==> src/rtl/sync_fifo_flags.sv <==
// Single-clock FIFO for any DEPTH. It provides an occupancy count, almost-full and
// almost-empty thresholds, an optional first-word-fall-through read, and sticky error flags.
module sync_fifo_flags #(
  parameter int WIDTH    = 16,
  parameter int DEPTH    = 12,
  parameter int FWFT     = 0,
  parameter int AF_LEVEL = 10,
  parameter int AE_LEVEL = 2,
  localparam int CW      = $clog2(DEPTH + 1)
) (
  input  logic             clk,
  input  logic             rst,
  input  logic [WIDTH-1:0] data_in,
  input  logic             write_en,
  input  logic             read_en,
  input  logic             err_clr,
  output logic [WIDTH-1:0] data_out,
  output logic             full,
  output logic             empty,
  output logic             almost_full,
  output logic             almost_empty,
  output logic [CW-1:0]    count,
  output logic             overflow,
  output logic             underflow
);

  localparam int AW = $clog2(DEPTH);

  logic [WIDTH-1:0] mem [DEPTH];
  logic [AW-1:0]    wr_ptr;
  logic [AW-1:0]    rd_ptr;
  logic             rd_ok;
  logic             wr_ok;

  assign full         = (count == CW'(DEPTH));
  assign empty        = (count == '0);
  assign almost_full  = (count >= CW'(AF_LEVEL));
  assign almost_empty = (count <= CW'(AE_LEVEL));

  // A write into a full FIFO is accepted when a read frees a slot in the same cycle.
  assign rd_ok = read_en && !empty;
  assign wr_ok = write_en && (!full || rd_ok);

  always_ff @(posedge clk) begin
    if (wr_ok)
      mem[wr_ptr] <= data_in;
  end

  always_ff @(posedge clk) begin
    if (!rst) begin
      wr_ptr    <= '0;
      rd_ptr    <= '0;
      count     <= '0;
      overflow  <= 1'b0;
      underflow <= 1'b0;
    end else begin
      if (wr_ok)
        wr_ptr <= (wr_ptr == AW'(DEPTH - 1)) ? '0 : wr_ptr + AW'(1);
      if (rd_ok)
        rd_ptr <= (rd_ptr == AW'(DEPTH - 1)) ? '0 : rd_ptr + AW'(1);
      case ({wr_ok, rd_ok})
        2'b10:   count <= count + CW'(1);
        2'b01:   count <= count - CW'(1);
        default: count <= count;
      endcase
      // A new error in the same cycle as a clear takes priority over the clear.
      if (write_en && !wr_ok)
        overflow <= 1'b1;
      else if (err_clr)
        overflow <= 1'b0;
      if (read_en && !rd_ok)
        underflow <= 1'b1;
      else if (err_clr)
        underflow <= 1'b0;
    end
  end

  if (FWFT != 0) begin : g_fwft
    assign data_out = empty ? '0 : mem[rd_ptr];
  end else begin : g_std
    always_ff @(posedge clk) begin
      if (!rst)
        data_out <= '0;
      else if (rd_ok)
        data_out <= mem[rd_ptr];
    end
  end

endmodule
==> config.mk <==
export PLATFORM = sky130hd
export DESIGN_NAME = sync_fifo_flags
export DESIGN_NICKNAME = d
export VERILOG_FILES = /design/src/rtl/sync_fifo_flags.sv
export SDC_FILE = /design/constraint.sdc
export NUM_CORES = 1
export LEC_CHECK = 0
export CORE_MARGIN = 4
export CORE_UTILIZATION = 50
export CTS_CLUSTER_DIAMETER = 60
export CTS_CLUSTER_SIZE = 20
export DETAILED_ROUTE_END_ITERATION = 16
export PLACE_DENSITY = 0.78
export SETUP_SLACK_MARGIN = 0.3
export SKIP_CTS_REPAIR_TIMING = 1
export SLEW_MARGIN = 20
export SYNTH_ARGS = -nofsm -noshare
export SYNTH_HDL_FRONTEND = slang
export SYNTH_SLANG_ARGS = --single-unit
==> constraint.sdc <==
create_clock -name clk -period 4.9 [get_ports clk]
set_clock_uncertainty 0.2 [all_clocks]
set_input_delay 0.98 -clock clk [delete_from_list [all_inputs] [get_ports clk]]
set_output_delay 0.98 -clock clk [all_outputs]
set_load 0.01 [all_outputs]
==> summary.md <==
| Metric | Value |
|---|---|
| Period utilization | 66.6% |
| Cells after Synth | between 400 and 500 |
| #FFs+latches synth | between 200 and 250 |
| Post-Syn Area | 0.00876 mm^2 |
| Starting density of the core | between 50% and 60% |
| Final Cell Area | 0.00988 mm^2 |
| Adder-Cell Fraction of Synth Area | under 10% |
| WP data arrival | between 3 and 4 ns |
| Chip width | 140 um |
| Cell Pwr Density | 437 mW/mm^2 |
| Worst setup EP type | flop |
| RePlAce Congestion | between 0.8 and 0.9 |
| Ports | 47 |
| Post-Syn Nets | around 500 |
| Clock Latency Late Sink | approximately 0.46 ns |
| WP data required | between 5 and 6 ns |
| Layout cells sized above 1 | between 10% and 20% |
| DR WL/cell | roughly 23 um |
| Total wire length | 16.9 mm |
| Ys Warns | 0 |
| Vias per cell | around 6 |
| NumNets Final | roughly 540 |
| Unrepaired setup endpoints after global routing | false |
| Highest attainable clock frequency | between 300 and 400 MHz |
| EDFF count, synth | 192 |
| Post-synthesis mux area share | around 15% |
| Detail Placement HPWL | about 11 mm |
| Peak VDD IR | approximately 0.31 mV |
| Worst hold path type | reg -> reg |
| Final Hold Viols | 0 |
| First-pass DRT Iterations | 4 |
| Status | complete, no violations |
| Largest net degree at the start of global routing | just over 50 |
| Xor-xnor portion of the synthesized cell area | less than 1% |
| Overflow after GRT | 0 |
| Compound-Gate Fraction of Synth Area | 3.71% |
| Die H | about 140 um |
| # setup viols final | 0 |
| Synth cell types | 42 |
| Simple-gate share of the synthesized area | between 5 and 6% |
| Clock-pin slew on the worst setup and hold paths | ~0.070 ns |
| Total vias in the final route | approximately 4300 |
| Register area share after synthesis | between 70 and 80% |
| FP Rows | between 40 and 50 |
| Worst path bufs/invs | 3 |
| CTS tree | built |
| First-pass GRT wire length | 26.5 mm |
| Cts bufs inserted | 15 |
| Ys async rst share | 0% |
| Die Footprint | around 0.020 mm^2 |
| H-tree depth | 1 |
| Clk sinks | ~220 |
| I/O Buffers | between 40 and 50 |
| Core area | ~0.017 mm^2 |
| Worst setup SP type | input port |
| Most used flip-flop cell after synthesis | edfxtp_1 |
| Slew HR | between 30% and 40% |
| Initial antenna violation count | 0 |
| Layout overhead on the synthesized area | 12.7% |
| GRT Resource Usage Total | between 10% and 20% |
| Synthesized area per cell | ~19 um^2 |
| CP max stage delay | ~0.67 ns |
| ANT nets after route | 0 |
| Cell family contributing the most delay on the critical path | buffers and inverters |
| Tightest Pin Transition | approximately 0.98 ns |
| Leak Pwr | about 3.1 nW |
| Largest family of logic cells by synthesized area | multiplexers |
| Setup TNS | 0 ns |
| Placed inst area | around 0.0095 mm^2 |
| Maxcap violations | 0 |
| DR iter-0 viols | ~360 |
| DRC | 0 |
| Slew Limit Fails | 0 |
| Vias in the first global route | 4452 |
| Worst-path fanout max | 21 |
| CP Cell Sequence | clkdlybuf4s50_1, o41a_1, buf_4, nand2b_1, inv_1, ha_1, a21oi_1, a21oi_2, a2bb2oi_1, mux2i_1 |
| CP max stage cell | clkdlybuf4s50_1 |
| Clk buf depth | 3 |
| Crit Path Class | in -> reg |
| Fin crit period | between 3 and 4 ns |
| Antenna Diode Count | 0 |
| CTS root buffer | clkbuf_16 |
-- cell usage in the layout, fill, tap and decap left out, types with 2 or more instances in the layout --
cell type	instances
a21boi_0	6
a21oi_1	5
and2_1	3
and3_1	8
buf_4	9
clkbuf_1	6
clkbuf_16	15
clkdlybuf4s50_1	46
dfxtp_1	28
edfxtp_1	192
ha_1	7
inv_1	7
inv_6	2
mux2i_1	20
mux4_2	48
nand2_1	19
nand2b_1	4
nand3_1	33
nor2_1	4
nor2b_1	5
nor4b_2	3
o211ai_1	17
o21a_1	3
o21ai_0	3
xnor2_1	2
-- logic make-up after synthesis --
group                    after synthesis
AND/OR/NAND/NOR                       85
flip-flops                           222
XOR/XNOR                               2
adder cells (fa/ha/maj)                8
multiplexers                          68
buffers and inverters                 36
AO/OA/AOI/OAI                         43
-- final timing paths --
check / startpoint / end / slack [ns] / depth (start not counted)
hold / removal: overflow / overflow / 0.28 / 2
hold reg to reg: overflow / overflow / 0.28 / 2
setup reg to reg: count[3] / count[3] / 2.14 / 9
setup / recovery: read_en / count[3] / 1.63 / 10
-- flip-flops by register name, summed over array words and instances, names as in the netlist --
register / cells
mem: 192
wr_ptr: 4
underflow: 1
overflow: 1
rd_ptr: 4
data_out: 16
count: 4
-- final cells by class --
class / instances / area [um^2]
fill: 1264 / 7360
sequential: 222 / 6370
multi-input combinational: 206 / 2250
timing repair buffer: 55 / 528
clock buffer: 21 / 398
tap: 225 / 282
inverter: 7 / 26.3
clock inverter: 3 / 21.3
-- worst register-to-register path: stages, from the launching register on --
cell       delay [ns]
dfxtp_1          0.44
o41a_1           0.46
buf_4            0.22
nand2b_1         0.18
inv_1            0.09
ha_1             0.32
a21oi_1          0.25
a21oi_2          0.10
a2bb2oi_1        0.21
mux2i_1          0.21
-- metal layers --
metal | GRT usage [%] | share of wire [%]
met3 | 2.90 | 7.8
met4 | 3.16 | 1.2
met5 | 0 | 0
met2 | 28.5 | 49
met1 | 25.8 | 42
-- power breakdown --
group / internal [mW] / switching [mW] / total (mW)
Sequential: 2.14 / 0.190 / 2.33
Clock: 0.575 / 0.581 / 1.16
Combinational: 0.488 / 0.342 / 0.829
Total: 3.20 / 1.11 / 4.32
-- through the flow --
stage	hold WS, ns	instances	utilization (%)	setup WS [ns]	total power [mW]
floorplan	0.288	464	-	1.38	2.91
global placement	0.268	715	54.9	1.37	3.20
detailed placement	0.278	715	54.9	1.22	3.22
CTS	0.288	739	57.3	1.63	4.36
global route	0.311	739	57.3	1.46	4.52
finish	0.279	739	57.3	1.63	4.32
-- synth_stat cells, types with 2 or more instances --
cell / number / area, um^2
clkbuf_2: 2 / 10.0
and3_1: 8 / 50.1
dfxtp_1: 30 / 601
clkbuf_1: 11 / 41.3
buf_2: 6 / 30.0
nand2_1: 19 / 71.3
edfxtp_1: 192 / 5770
mux4_2: 48 / 1080
o21ai_0: 3 / 15.0
o211ai_1: 17 / 128
and2_1: 3 / 18.8
nor4b_1: 3 / 26.3
a21boi_0: 6 / 45.0
o21a_1: 3 / 22.5
nand2b_1: 4 / 25.0
xnor2_1: 2 / 17.5
nand3_1: 33 / 165
buf_4: 6 / 45.0
a21oi_1: 5 / 25.0
nor2_1: 4 / 15.0
buf_6: 2 / 22.5
ha_1: 7 / 87.6
mux2i_1: 20 / 200
buf_1: 2 / 7.51
nor2b_1: 5 / 31.3
inv_1: 7 / 26.3
No activity file was read; power rests on OpenSTA's default activity.
